$ cat src/rtl/dense_inference_sequencer.sv
// -----------------------------------------------------------------------------
// dense_inference_sequencer
//
// Top-level controller for the dense-layer accelerator chain. A single start
// launches NUM_LAYERS dense layers back-to-back. Each layer is launched only
// after the previous layer reports done. The final layer's OUT_COUNT results
// are then read through its read port, streamed out one per strobe, and the
// argmax class is reported.
//
// Ports
//   clk          in   rising-edge clock
//   reset        in   asynchronous, active-high reset
//   start        in   run request, accepted in the idle state only
//   busy         out  high from the cycle after an accepted start until finish/error
//   done         out  sticky success flag, cleared by the next accepted start
//   error        out  sticky timeout flag, cleared by the next accepted start
//   layer_start  out  one-cycle launch pulse per layer
//   layer_done   in   per-layer done levels from the engines
//   rd_addr      out  read address into the final layer's result buffer
//   rd_data      in   signed read data, valid RD_LATENCY cycles after rd_addr
//   out_valid    out  one-cycle strobe per streamed result
//   out_index    out  index of the streamed result
//   out_data     out  streamed result value
//   class_idx    out  argmax index, held until the next accepted start
//   class_score  out  argmax value, held until the next accepted start
// -----------------------------------------------------------------------------
module dense_inference_sequencer #(
  parameter int unsigned NUM_LAYERS     = 2,
  parameter int unsigned OUT_COUNT      = 9,
  parameter int unsigned ADDR_W         = 4,
  parameter int unsigned DATA_W         = 32,
  parameter int unsigned RD_LATENCY     = 1,
  parameter int unsigned TIMEOUT_CYCLES = 4096
) (
  input  logic                  clk,
  input  logic                  reset,
  input  logic                  start,
  output logic                  busy,
  output logic                  done,
  output logic                  error,
  output logic [NUM_LAYERS-1:0] layer_start,
  input  logic [NUM_LAYERS-1:0] layer_done,
  output logic [ADDR_W-1:0]     rd_addr,
  input  logic [DATA_W-1:0]     rd_data,
  output logic                  out_valid,
  output logic [ADDR_W-1:0]     out_index,
  output logic [DATA_W-1:0]     out_data,
  output logic [ADDR_W-1:0]     class_idx,
  output logic [DATA_W-1:0]     class_score
);

  localparam int unsigned LayerW = (NUM_LAYERS > 1) ? $clog2(NUM_LAYERS) : 1;
  localparam int unsigned TimeW  = (TIMEOUT_CYCLES > 1) ? $clog2(TIMEOUT_CYCLES) : 1;
  localparam int unsigned LatW   = (RD_LATENCY > 0) ? $clog2(RD_LATENCY + 1) : 1;

  localparam logic [LayerW-1:0] LastLayer = LayerW'(NUM_LAYERS - 1);
  localparam logic [ADDR_W-1:0] LastAddr  = ADDR_W'(OUT_COUNT - 1);
  localparam logic [TimeW-1:0]  TimeLast  = TimeW'(TIMEOUT_CYCLES - 1);
  localparam logic [LatW-1:0]   LatLast   = LatW'(RD_LATENCY);

  typedef enum logic [2:0] {
    StIdle,
    StLaunch,
    StWait,
    StRead,
    StFinish,
    StError
  } state_e;

  state_e                  state_q, state_d;
  logic [LayerW-1:0]       layer_q, layer_d;
  logic [TimeW-1:0]        tcnt_q, tcnt_d;
  logic [LatW-1:0]         lat_q, lat_d;
  logic [NUM_LAYERS-1:0]   ld_q;
  logic [ADDR_W-1:0]       rd_addr_q, rd_addr_d;
  logic                    done_q, done_d;
  logic                    error_q, error_d;
  logic                    out_valid_q, out_valid_d;
  logic [ADDR_W-1:0]       out_index_q, out_index_d;
  logic [DATA_W-1:0]       out_data_q, out_data_d;
  logic [ADDR_W-1:0]       best_idx_q, best_idx_d;
  logic [DATA_W-1:0]       best_val_q, best_val_d;
  logic [ADDR_W-1:0]       class_idx_q, class_idx_d;
  logic [DATA_W-1:0]       class_score_q, class_score_d;

  logic edge_hit;
  logic take_best;

  // Only a fresh rise of the current layer's done counts; a level that was
  // already high at launch shows up as high in ld_q and is ignored.
  assign edge_hit = layer_done[layer_q] & ~ld_q[layer_q];

  // Element 0 seeds the running best; later elements win only when strictly
  // greater, so ties keep the lowest index.
  assign take_best = (rd_addr_q == '0) || ($signed(rd_data) > $signed(best_val_q));

  always_comb begin
    state_d       = state_q;
    layer_d       = layer_q;
    tcnt_d        = tcnt_q;
    lat_d         = lat_q;
    rd_addr_d     = rd_addr_q;
    done_d        = done_q;
    error_d       = error_q;
    out_valid_d   = 1'b0;
    out_index_d   = out_index_q;
    out_data_d    = out_data_q;
    best_idx_d    = best_idx_q;
    best_val_d    = best_val_q;
    class_idx_d   = class_idx_q;
    class_score_d = class_score_q;
    layer_start   = '0;
    busy          = 1'b0;

    unique case (state_q)
      StIdle: begin
        if (start) begin
          state_d       = StLaunch;
          layer_d       = '0;
          tcnt_d        = '0;
          lat_d         = '0;
          rd_addr_d     = '0;
          done_d        = 1'b0;
          error_d       = 1'b0;
          best_idx_d    = '0;
          best_val_d    = '0;
          class_idx_d   = '0;
          class_score_d = '0;
        end
      end

      StLaunch: begin
        busy                 = 1'b1;
        layer_start[layer_q] = 1'b1;
        tcnt_d               = '0;
        state_d              = StWait;
      end

      StWait: begin
        busy = 1'b1;
        if (edge_hit) begin
          if (layer_q == LastLayer) begin
            rd_addr_d = '0;
            lat_d     = '0;
            state_d   = StRead;
          end else begin
            layer_d = layer_q + 1'b1;
            state_d = StLaunch;
          end
        end else if ((TIMEOUT_CYCLES != 0) && (tcnt_q == TimeLast)) begin
          error_d = 1'b1;
          state_d = StError;
        end else begin
          tcnt_d = tcnt_q + 1'b1;
        end
      end

      StRead: begin
        busy = 1'b1;
        if (lat_q == LatLast) begin
          // rd_data now reflects rd_addr_q: stream it and fold it into argmax.
          out_valid_d = 1'b1;
          out_index_d = rd_addr_q;
          out_data_d  = rd_data;
          lat_d       = '0;
          if (take_best) begin
            best_idx_d = rd_addr_q;
            best_val_d = rd_data;
          end
          if (rd_addr_q == LastAddr) begin
            done_d        = 1'b1;
            class_idx_d   = take_best ? rd_addr_q : best_idx_q;
            class_score_d = take_best ? rd_data : best_val_q;
            state_d       = StFinish;
          end else begin
            rd_addr_d = rd_addr_q + 1'b1;
          end
        end else begin
          lat_d = lat_q + 1'b1;
        end
      end

      StFinish: state_d = StIdle;

      StError: state_d = StIdle;

      default: state_d = StIdle;
    endcase
  end

  always_ff @(posedge clk or posedge reset) begin
    if (reset) begin
      state_q       <= StIdle;
      layer_q       <= '0;
      tcnt_q        <= '0;
      lat_q         <= '0;
      ld_q          <= '0;
      rd_addr_q     <= '0;
      done_q        <= 1'b0;
      error_q       <= 1'b0;
      out_valid_q   <= 1'b0;
      out_index_q   <= '0;
      out_data_q    <= '0;
      best_idx_q    <= '0;
      best_val_q    <= '0;
      class_idx_q   <= '0;
      class_score_q <= '0;
    end else begin
      state_q       <= state_d;
      layer_q       <= layer_d;
      tcnt_q        <= tcnt_d;
      lat_q         <= lat_d;
      ld_q          <= layer_done;
      rd_addr_q     <= rd_addr_d;
      done_q        <= done_d;
      error_q       <= error_d;
      out_valid_q   <= out_valid_d;
      out_index_q   <= out_index_d;
      out_data_q    <= out_data_d;
      best_idx_q    <= best_idx_d;
      best_val_q    <= best_val_d;
      class_idx_q   <= class_idx_d;
      class_score_q <= class_score_d;
    end
  end

  assign done        = done_q;
  assign error       = error_q;
  assign rd_addr     = rd_addr_q;
  assign out_valid   = out_valid_q;
  assign out_index   = out_index_q;
  assign out_data    = out_data_q;
  assign class_idx   = class_idx_q;
  assign class_score = class_score_q;

endmodule
$ cat config.mk
export PLATFORM = sky130hd
export DESIGN_NAME = dense_inference_sequencer
export DESIGN_NICKNAME = d
export VERILOG_FILES = /design/src/rtl/dense_inference_sequencer.sv
export SDC_FILE = /design/constraint.sdc
export NUM_CORES = 1
export LEC_CHECK = 0
export BUFFER_PORTS_ARGS = -buffer_cell sky130_fd_sc_hd__buf_2
export CORE_MARGIN = 3
export CORE_UTILIZATION = 40
export CTS_CLUSTER_DIAMETER = 60
export DETAILED_ROUTE_END_ITERATION = 6
export GPL_ROUTABILITY_DRIVEN = 0
export REMOVE_ABC_BUFFERS = 1
export SLEW_MARGIN = 20
export SYNTH_ARGS = -nofsm -noshare
export SYNTH_HDL_FRONTEND = slang
export SYNTH_SLANG_ARGS = --single-unit
$ cat constraint.sdc
create_clock -name clk -period 4.2 [get_ports clk]
set_input_delay 0 -clock clk [delete_from_list [all_inputs] [get_ports clk]]
set_output_delay 0 -clock clk [all_outputs]
set_load 0.01 [all_outputs]
# --- Word-level counts from Yosys, hierarchy flattened ---
# Cells that the tools add are included.
# W data, S select, Z words.
totals:
  reg_bits: 134
  out_inout_bits: 82
  inputBits: 37
  elab_cells: 111
classes:
  n_reduce_logical: 18
  addsub: 4
  bitwise: 2
  muxes: 54
  magnitude_cmp: 3
  n_eq_ne: 15
ops:
  columns: ["operator", "count"]
  rows:
  - ["$mux W32", 5]
  - ["$pmux W32 S2", 2]
  - ["$mux W12", 3]
  - ["$mux W4", 9]
  - ["$pmux W12 S3", 1]
  - ["$gt A32 B32 Y1", 1]
  - ["$reduce_and A4 Y1", 5]
  - ["$mux W1", 18]
  - ["$ne A2 B2 Y1 const B", 9]
  - ["$pmux W4 S2", 2]
  - ["$mux W3", 5]
  - ["$add A12 B1 Y12 const B", 1]
  - ["$eq A12 B12 Y1 const B", 1]
  - ["$pmux W3 S4", 1]
  - ["$pmux W4 S3", 1]
  - ["$eq A3 B2 Y1 const B", 2]
  - ["$pmux W1 S2", 3]
  - ["$reduce_and A3 Y1", 2]
  - ["$reduce_and A6 Y1", 1]
  - ["$reduce_bool A3 Y1", 2]
  - ["$add A4 B1 Y4 const B", 1]
  - ["$eq A4 B4 Y1 const B", 1]
  - ["$logic_not A4 Y1", 1]
  - ["$mux W2", 2]
  - ["15 further kinds", 17]

# --- Longest topological paths before layout ---
# Gate-level depths: netlist of run 1.
depth:
  depth_word: 6
  ltp_mapped: 11
  depth_no_buf: 9

# --- Worst setup path before layout of run 1 ---
# OpenSTA, ideal clock, no wires.
synth_timing:
  kind: "register -> register"
  from: "register best_val_q[31]"
  to: "register best_idx_q[0]"
  arrival_ps: 2376
  required_ps: 4079
  path_stages_with_launch: 11
  period_less_slack_ps: 2497
  path_buffers: 1
  setup_ps: 121
  setup_slack_ps: 1703
  path_cell_list: "dfrtp_1 -> inv_1 -> ha_1 -> nand4_1 -> or4_1 -> o22ai_2 -> nor2_1 -> a2bb2oi_2 -> a21oi_1 -> buf_2 -> a22o_1"
synth_via:
  elab_chain_cells: 5
synth_lines:
  columns: ["element", "line_no", "source"]
  rows:
  - ["from (decl)", "82", "logic [DATA_W-1:0] best_val_q, best_val_d;"]
  - ["from (signal assigned)", "221", "best_val_q <= best_val_d;"]
  - ["$gt A32 B32 Y1", "95", "assign take_best = (rd_addr_q == '0) || ($signed(rd_data) > $signed(best_val_q));"]
  - ["$logic_or A1 B1 Y1", "95", null]
  - ["$mux W4 (2 in a row)", null, null]
  - ["$pmux W4 S2", null, null]
  - ["to (signal assigned)", "220", "best_idx_q <= best_idx_d;"]
  - ["to (decl)", "81", "logic [ADDR_W-1:0] best_idx_q, best_idx_d;"]
# No other way between the ends. The select of a mux whose other input is x is not followed.
# A chain may end at the register's enable or synchronous reset.

# --- Worst setup path in the final report of run 1 ---
layout_timing:
  from: "register best_val_q[10]"
  to: "register best_val_q[25]"
layout_via:
  elab_chain_cells: 5
layout_lines:
  columns: ["element", "line_no"]
  rows:
  - ["$gt A32 B32 Y1", "95"]
  - ["$logic_or A1 B1 Y1", "95"]
  - ["$mux W32 (2 in a row)", null]
  - ["$pmux W32 S2", null]
# No other way between the ends. The select of a mux whose other input is x is not followed.

==> qor.txt, run 1 <==
ranking of synthesized cells by area -> dfrtp_1 (52%), nand2_1 (9.3%), ha_1 (6.8%)
final hold violation count -> 0
CTS buffer count -> 17
crit path kind -> register to register
drt total wl -> 16.14 mm
fin crit share -> 75.18%
Yosys warnings -> 0
crit end category -> register
most frequent cells in the layout -> nand2_1 (159), dfrtp_1 (134), buf_2 (118), o21ai_0 (55)
drt drc -> 0
share of the synthesized area in the top cell type -> 51.91%
Final ANT Viol Nets -> 0
Mean Syn Cell Area -> 9.773 sq um
H-tree Lvls -> 4
wire per inst -> 15.58 microns
Worst Reg-to-Reg Cells -> 9
clock latency on the worst-skew pair -> 420 ps
Cell Rows -> 45
first-pass GRT wire length -> 27.01 mm
hold path startpoint -> layer_done[0]
ant diodes -> 0
Tmin final -> 3158 ps
xor and xnor area share after synthesis -> 0.6779%
end of the critical path -> best_val_q[25]
synthesized area -> 0.006460 sq mm
Max Freq -> 316.7 MHz
slowest stage cell on the critical path -> or4_1
Area after DPL -> 0.007268 sq mm
CP Launch Type -> register
Pins Over Slew Limit -> 0
crit path launch -> best_val_q[10]
Worst Max-Slew Pin Slew -> 979.2 ps
Worst Clk Skew -> 9.645 ps
Worst EP required -> 4500 ps
fin worst setup slack -> 1042 ps
Seq cells post-synth -> 134
top_reg_cell synth -> dfrtp_1
worst hold path type -> input port to register
data arrival time of the critical path -> 3460 ps
clock sinks -> 134
Max VDD drop -> 0.3380 mV
CTS tree -> built
pre-CTS setup slack -> 1063 ps
main combinational cell family by area after synthesis -> simple AND/OR/NAND/NOR gates
number of I/O pins -> 119
clock slew at reported path FFs -> 60 ps
max_cap viols -> 0
initial DRC count -> 230
leading area contributor after synthesis -> dfrtp_1
Layout Area Growth over Synthesis -> 27.62%
Initial Util -> 41.72%
commonest non-fill, non-tap cell in the layout -> nand2_1
number of global-route vias before repair -> 5376
largest net degree at the start of global routing -> 103
die area -> 0.01771 sq mm
Max Fanout on Critical Path -> 34
PostCTS Resize Cnt -> 0
simple-gate share of the synthesized area -> 17.14%
port buffer count -> 118
adder-cell area share of the yosys netlist -> 6.779%
utilization after layout -> 53.24%
unrepaired setup endpoints after global routing -> no
die width -> 133.1 microns
setup bufs post-CTS -> 0
Compound-Gate Fraction of Synth Area -> 14.06%
vias per cell -> 5.136
clk buf depth -> 2
reg2reg end -> best_val_q[25]
fin nets -> 884
Reg2Reg Setup Slack -> 1040 ps
initial antenna violation count -> 0
Vias -> 5321
Post-synth EDFFs -> 0
ratio of cells with drive above 1 in the final layout -> 19.88%
pwr/cell area -> 690.0 mW/mm^2
Async SR Flop Fraction -> 100.0%
register area share after synthesis -> 51.91%
Final setup violation count -> 0
root buf cell -> clkbuf_16
Die Y -> 133.1 microns
core area -> 0.01548 sq mm
GR Overflow Total -> 0
RR Startpoint -> best_val_q[10]
Post-Synthesis Cells -> 661
status -> finished, final reports clean
multiplexer share of the synthesized area -> 4.803%
cell area after layout -> 0.008244 sq mm
slowest cell delay on critical path -> 620 ps
Hold Buf Count CTS -> 36
crit path cell chain -> inv_1 -> ha_1 -> nand4_1 -> or4_1 -> o22ai_2 -> nor2_1 -> a2bb2oi_4 -> a21oi_4 -> a22o_1
Slew HR -> 34.57%
total track usage -> 18.84%
DP HPWL -> 10.80 mm
Cell variety after synth -> 47
leakage -> 0.004100 uW
Pre-Repair DR Iteration Count -> 4
state kept, by name, summed over array words and instances, names as in the netlist:
| register | flops |
|---|---|
| best_idx_q | 4 |
| best_val_q | 32 |
| class_idx | 4 |
| class_score | 32 |
| done | 1 |
| error | 1 |
| lat_q | 1 |
| layer_q | 1 |
| ld_q | 2 |
| out_data | 32 |
| out_index | 4 |
| out_valid | 1 |
| rd_addr | 4 |
| state_q | 3 |
| tcnt_q | 12 |
through the flow:
stage               cells  power, uW  setup TNS (ps)  hold slack, ps
floorplan             630       3357          -15020           31.43
global placement      968       4081               0           125.1
detailed placement    968       4156               0           131.0
CTS                  1036       5743               0           223.7
global route         1036       6112               0           253.1
finish               1036       5689               0           240.2
logic make-up after synthesis:
group / count (synthesis)
adder cells (fa/ha/maj): 35
buffers and inverters: 69
AND/OR/NAND/NOR: 247
flip-flops: 134
AO/OA/AOI/OAI: 140
XOR/XNOR: 5
multiplexers: 31
critical path, delay by kind of cell, from the launching register on:
family                   cells  cell delay [ps]
flip-flops                   1              370
AO/OA/AOI/OAI                4             1380
AND/OR/NAND/NOR              3              910
adder cells (fa/ha/maj)      1              310
buffers and inverters        1               50
layout make-up:
type | instances | area [sq um]
fillers | 1396 | 7239
flip-flops and latches | 134 | 3353
multi-input cells | 458 | 2836
repair buffers | 163 | 1031
clock buffers | 24 | 491.7
well taps | 211 | 264.0
inverters | 38 | 147.6
clock inverters | 8 | 120.1
where the power goes:
group	total (uW)	switching, uW	internal [uW]
clock	1540	544	994
sequential	2070	323	1750
combinational	2080	1200	882
total	5690	2070	3620
cell usage after synthesis (2+ instances only):
master and instances:
o311ai_0 3, nand3_1 16, nand2_1 160, nand3b_1 4
o31ai_1 2, nor2b_1 3, or3_1 4, and4_1 2
clkbuf_1 20, or4_1 2, nor3b_1 4, buf_6 3
o21ai_0 55, a21o_1 5, a22o_1 34, dfrtp_1 134
and2_1 4, nand2b_1 5, buf_2 5, nand4_1 10
nor3_1 4, ha_1 35, mux2i_1 31, o211ai_1 3
inv_1 37, nor2_1 21, xnor2_1 5, a21oi_1 28
buf_4 3, nor4bb_1 2
routing by layer:
metal | up-vias | GRT usage, % | wire length, microns
met5 | - | 0 | 0
li1 | 2589 | - | -
met4 | 0 | 8.199 | 442
met2 | 123 | 29.60 | 7300
met3 | 33 | 4.373 | 802
met1 | 2576 | 24.99 | 7594
worst min-delay path by stage:
stage | end | slack [ps] | cells after the start
2_1_floorplan | ld_q[0] | 30 | 0
5_1_grt | ld_q[0] | 250 | 2
6_report | ld_q[0] | 240 | 2
3_3_place_gp | ld_q[0] | 130 | 1
3_5_place_dp | ld_q[1] | 130 | 1
4_1_cts | ld_q[1] | 220 | 2
(Power assumes the default switching activity.)
==> run 2: changes to the inputs <==
==> constraint.sdc (replaced) <==
create_clock -name clk -period 3 [get_ports clk]
set_input_delay 0 -clock clk [delete_from_list [all_inputs] [get_ports clk]]
set_output_delay 0 -clock clk [all_outputs]
set_load 0.01 [all_outputs]
==> run 2 against run 1 <==
- critical path depth increased by 2
- global-route usage decreased by 0.20 points
- register-to-register slack got worse by 860 ps
- utilization increased by 0.70 points
- via count increased by 1.7%
- non-clock buffer count increased by 9
- critical endpoint is now class_score[13]
- largest power group unchanged
==> qor.txt, run 2 (synthesized netlist as in run 1, its figures left out) <==
status -> finished, final reports clean
pre-CTS setup slack -> 158.3 ps (-904.6 ps)
vias per cell -> 5.175 (+0.76%)
die width -> 133.1 microns (unchanged)
ratio of cells with drive above 1 in the final layout -> 20.84% (+0.96 points)
Area after DPL -> 0.007311 sq mm (+0.59%)
Worst Clk Skew -> 9.849 ps (+0.2044 ps)
CTS tree -> built
H-tree Lvls -> 4 (unchanged)
GR Overflow Total -> 0 (unchanged)
Vias -> 5413 (+1.7%)
crit end category -> register
ant diodes -> 0 (unchanged)
drt drc -> 0 (unchanged)
Register Area -> 0.003353 sq mm (unchanged)
CP top delay family -> simple AND/OR/NAND/NOR gates
fin crit share -> 93.81% (+19 points)
Max Fanout on Critical Path -> 14 (-59%)
Fill cells -> 1367 (-2.1%)
core area -> 0.01548 sq mm (unchanged)
first-pass GRT wire length -> 26.75 mm (-0.97%)
Cell Rows -> 45 (unchanged)
final hold violation count -> 0 (unchanged)
wire per inst -> 15.92 microns (+2.2%)
number of I/O pins -> 119 (unchanged)
clock sinks -> 134 (unchanged)
worst hold path type -> input port to register
fin worst setup slack -> 185.7 ps (-856.8 ps)
slowest cell delay on critical path -> 600 ps (-20 ps)
Worst Reg-to-Reg Cells -> 11 (+2)
crit path cell chain -> inv_1 -> ha_1 -> nand4_1 -> or4_4 -> o22ai_2 -> nor2_1 -> a2bb2oi_4 -> buf_4 -> buf_12 -> mux2i_1 -> o21ai_0
data arrival time of the critical path -> 3080 ps (-380 ps)
fin nets -> 894 (+1.1%)
clk buf depth -> 2 (unchanged)
Layout Area Growth over Synthesis -> 29.29%
Pre-Repair DR Iteration Count -> 5 (+1)
Max VDD drop -> 0.6209 mV (+84%)
pwr/cell area -> 971.1 mW/mm^2 (+41%)
commonest non-fill, non-tap cell in the layout -> nand2_1
most frequent cells in the layout -> nand2_1 (159), dfrtp_1 (134), buf_2 (118), o21ai_0 (55)
number of global-route vias before repair -> 5334 (-0.78%)
Initial Util -> 41.72% (unchanged)
Final Power -> 8111 uW (+43%)
Slew HR -> 48.78% (+14 points)
Final ANT Viol Nets -> 0 (unchanged)
Die Y -> 133.1 microns (unchanged)
Cell Count Post-Placement -> 972 (+0.41%)
initial antenna violation count -> 0 (unchanged)
clock latency on the worst-skew pair -> 420 ps (about the same)
die area -> 0.01771 sq mm (unchanged)
CP Launch Type -> register
clock slew at reported path FFs -> 60 ps (about the same)
Max Freq -> 355.3 MHz (+12%)
crit path kind -> register to register
Final setup violation count -> 0 (unchanged)
Worst Max-Slew Pin Slew -> 768.3 ps (-210.9 ps)
buffers and inverters on the worst path -> 3 (+2)
initial DRC count -> 292 (+27%)
Worst EP required -> 3270 ps (-1230 ps)
root buf cell -> clkbuf_16
Tmin final -> 2814 ps (-343.2 ps)
slowest stage cell on the critical path -> or4_4
largest net degree at the start of global routing -> 82 (-20%)
Multi-input gate area -> 0.002853 sq mm (+0.57%)
max_cap viols -> 0 (unchanged)
total track usage -> 18.64% (-0.20 points)
Layout Cells excl Fill -> 1046 (+0.97%)
Worst path depth -> 11 (+2)
DP HPWL -> 10.84 mm (+0.41%)
cell area after layout -> 0.008352 sq mm (+1.3%)
leakage -> 0.004165 uW (+1.6%)
Pins Over Slew Limit -> 0 (unchanged)
CTS buffer count -> 17 (unchanged)
port buffer count -> 118 (unchanged)
final hold slack -> 244.8 ps (+4.652 ps)
Hold Crit Depth -> 2 (unchanged)
drt total wl -> 16.66 mm (+3.2%)
run 2: metal layers:
layer	vias up	track usage, %	share of wire [%]
met5	-	0	0
met4	0	6.582	1.6
met3	23	3.878	4.2
met2	136	30.39	48
met1	2629	24.71	47
li1	2625	-	-
run 2: through the flow:
step | util, % | TNS (ps)
finish | 53.94 | 0
global route | 53.94 | -5.861
CTS | 53.43 | 0
detailed placement | 47.22 | 0
global placement | 47.22 | 0
floorplan | - | -157680
run 2: repair_timing:
action / in CTS / in global routing
hold buffers: 36 / 0
endpoints found under the setup margin: 0 / 36
resized for setup: 0 / 3
endpoints found under the hold margin: 181 / 0
buffers inserted: 0 / 4
run 2: path summary, 6_finish.rpt:
kind                                start         endpoint  slack (ps)
min in group asynchronous           reset     out_data[21]         260
hold reg to reg              out_data[25]     out_data[25]         470
setup / recovery           best_val_q[10]  class_score[13]         190
setup reg to reg           best_val_q[10]  class_score[13]         190
max in group asynchronous           reset        tcnt_q[8]        2010
hold / removal              layer_done[0]          ld_q[0]         240
run 2: area by class of cell:
type                       instances  area share, %
timing repair buffer             172          13.56
clock buffer                      23          5.723
clock inverter                     9          1.483
tap                              211          3.161
multi-input combinational        459          34.16
inverter                          38          1.768
sequential                       134          40.15
run 2: power by group:
group          total [uW]  internal (uW)  leakage, uW  switching (uW)
Sequential           2880           2450      0.00175             430
Combinational        3110           1330      0.00211            1780
Clock                2120           1370     0.000301             755
Total                8110           5150      0.00417            2960
==> run 3: changes to the inputs <==
==> constraint.sdc (replaced) <==
create_clock -name clk -period 3 [get_ports clk]
set_input_delay 0.15 -clock clk [delete_from_list [all_inputs] [get_ports clk]]
set_output_delay 0.15 -clock clk [all_outputs]
set_load 0.01 [all_outputs]
==> run 3 against run 2 <==
- clock power about the same
- via count shrank 0.55%
- hold slack got worse by 230 ps
- wire length is 0.46% lower
- combinational power barely moved
- first-iteration DRC count is 8.6% lower
- sequential power about the same
- worst setup slack is essentially flat
- die area unchanged
- fmax about the same
- global-route usage barely moved
- utilization decreased by 0.26 points
==> qor.txt, run 3 (synthesized netlist as in run 1, its figures left out) <==
port buffer count -> 118 (unchanged)
wire per inst -> 15.91 microns (about the same)
CTS tree -> built
RR Startpoint -> best_val_q[10]
Final setup violation count -> 0 (unchanged)
Vias -> 5383 (-0.55%)
die width -> 133.1 microns (unchanged)
Final ANT Viol Nets -> 0 (unchanged)
Cell Rows -> 45 (unchanged)
drt drc -> 0 (unchanged)
Worst EP required -> 3270 ps (about the same)
DP HPWL -> 10.84 mm (unchanged)
Max Freq -> 355.3 MHz (about the same)
Slew HR -> 49.25% (+0.48 points)
Worst Reg-to-Reg Cells -> 11 (unchanged)
Hold Crit Depth -> 3 (+1)
Worst Max-Slew Pin Slew -> 761.2 ps (-7.143 ps)
clock sinks -> 134 (unchanged)
wl on met1 -> 7.597 mm (-2.0%)
data arrival time of the critical path -> 3080 ps (about the same)
initial DRC count -> 267 (-8.6%)
total track usage -> 18.64% (about the same)
CTS buffer count -> 17 (unchanged)
utilization after layout -> 53.68% (-0.26 points)
hold path startpoint -> rd_data[21]
die area -> 0.01771 sq mm (unchanged)
met2 WL -> 7.912 mm (-0.40%)
final hold slack -> 14.02 ps (-230.8 ps)
Layout Area Growth over Synthesis -> 28.67%
leakage -> 0.004149 uW (-0.40%)
Hold EP -> out_data[21]
largest net degree at the start of global routing -> 82 (unchanged)
number of global-route vias before repair -> 5321 (-0.24%)
Max Fanout on Critical Path -> 14 (unchanged)
crit end category -> register
ant diodes -> 0 (unchanged)
vias per cell -> 5.166 (-0.17%)
top sig layer -> met4
drt total wl -> 16.58 mm (-0.46%)
Reg2Reg Setup Slack -> 200 ps (about the same)
Pre-Repair DR Iteration Count -> 5 (unchanged)
most frequent cells in the layout -> nand2_1 (159), dfrtp_1 (134), buf_2 (118), o21ai_0 (55), inv_1 (36)
clk buf depth -> 2 (unchanged)
status -> finished, final reports clean
fin nets -> 890 (-0.45%)
Worst Clk Skew -> 9.563 ps (-0.2855 ps)
Initial Util -> 41.72% (unchanged)
Max VDD drop -> 0.6239 mV (+0.48%)
GR Overflow Total -> 0 (unchanged)
H-tree Lvls -> 4 (unchanged)
max_cap viols -> 0 (unchanged)
cell area after layout -> 0.008312 sq mm (-0.48%)
number of I/O pins -> 119 (unchanged)
commonest non-fill, non-tap cell in the layout -> nand2_1
Fill cells -> 1373 (+0.44%)
final hold violation count -> 0 (unchanged)
Tmin final -> 2815 ps (+0.3190 ps)
core area -> 0.01548 sq mm (unchanged)
ratio of cells with drive above 1 in the final layout -> 20.94% (+0.10 points)
root buf cell -> clkbuf_16
Area after DPL -> 0.007311 sq mm (unchanged)
crit path kind -> input port to register
worst hold path type -> input port to register
pwr/cell area -> 975.0 mW/mm^2 (+0.40%)
clock latency on the worst-skew pair -> 420 ps (about the same)
initial antenna violation count -> 0 (unchanged)
clock slew at reported path FFs -> 60 ps (about the same)
CP Launch Type -> input port
first-pass GRT wire length -> 26.73 mm (about the same)
reg2reg end -> class_score[13]
wire length on met3 -> 779 microns (+12%)
Pins Over Slew Limit -> 0 (unchanged)
Die Y -> 133.1 microns (unchanged)
fin crit share -> 93.82% (about the same)
[run 3: cell types whose count changed in the layout (fill, tap and decap cells not counted)]
cell,before,now
dlygate4sd3_1,36,32
[run 3: through the flow]
stage          setup WS [ps]  total power, uW  instances  TNS [ps]
2_1_floorplan          -1642             4700        630   -177780
3_3_place_gp           222.8             5762        972         0
3_5_place_dp           158.3             5863        972         0
4_1_cts                135.3             8048       1036         0
5_1_grt               -5.861             8662       1042    -5.861
6_report               185.4             8104       1042         0
[run 3: routing by layer]
| layer | vias up | global-route usage, % |
|---|---|---|
| li1 | 2613 | - |
| met2 | 139 | 30.39 |
| met1 | 2613 | 24.66 |
| met5 | - | 0 |
| met4 | 0 | 6.582 |
| met3 | 18 | 3.916 |
[run 3: worst max path at each step]
stage	start	slack, ps	cells past startpoint	endpoint
finish	rd_data[10]	190	12	class_score[13]
global route	best_val_q[10]	-6	11	class_score[12]
CTS	best_val_q[10]	140	10	class_score[31]
detailed placement	best_val_q[10]	160	10	class_score[31]
global placement	best_val_q[10]	220	10	class_score[31]
floorplan	best_val_q[31]	-1640	9	best_idx_q[0]
[run 3: what timing repair did]
action | in CTS | in global routing
hold buffers | 32 | 0
setup endpoints to repair | 0 | 36
gates resized for setup | 0 | 3
endpoints found under the hold margin | 113 | 0
buffers inserted | 0 | 4
[run 3: final cells by class]
cell class	instances	area (sq um)	area share, %
timing repair buffer	168	1092	13.14
inverter	38	147.6	1.776
clock buffer	23	478.0	5.750
multi-input combinational	459	2853	34.32
tap	211	264.0	3.176
sequential	134	3353	40.34
clock inverter	9	123.9	1.490
[run 3: worst max-delay path: stages]
cell and delay [ps]:
dlygate4sd3_1 530, buf_2 150, ha_1 310, nand4_1 170, or4_4 590, o22ai_2 200, nor2_1 110, a2bb2oi_4 210
buf_4 170, buf_12 160, mux2i_1 220, o21ai_0 90
[run 3: power by group]
part	total, uW	switching, uW	leakage [uW]	internal (uW)
sequential	2880	429	0.00175	2450
combinational	3100	1770	0.00210	1330
clock	2120	758	0.000301	1370
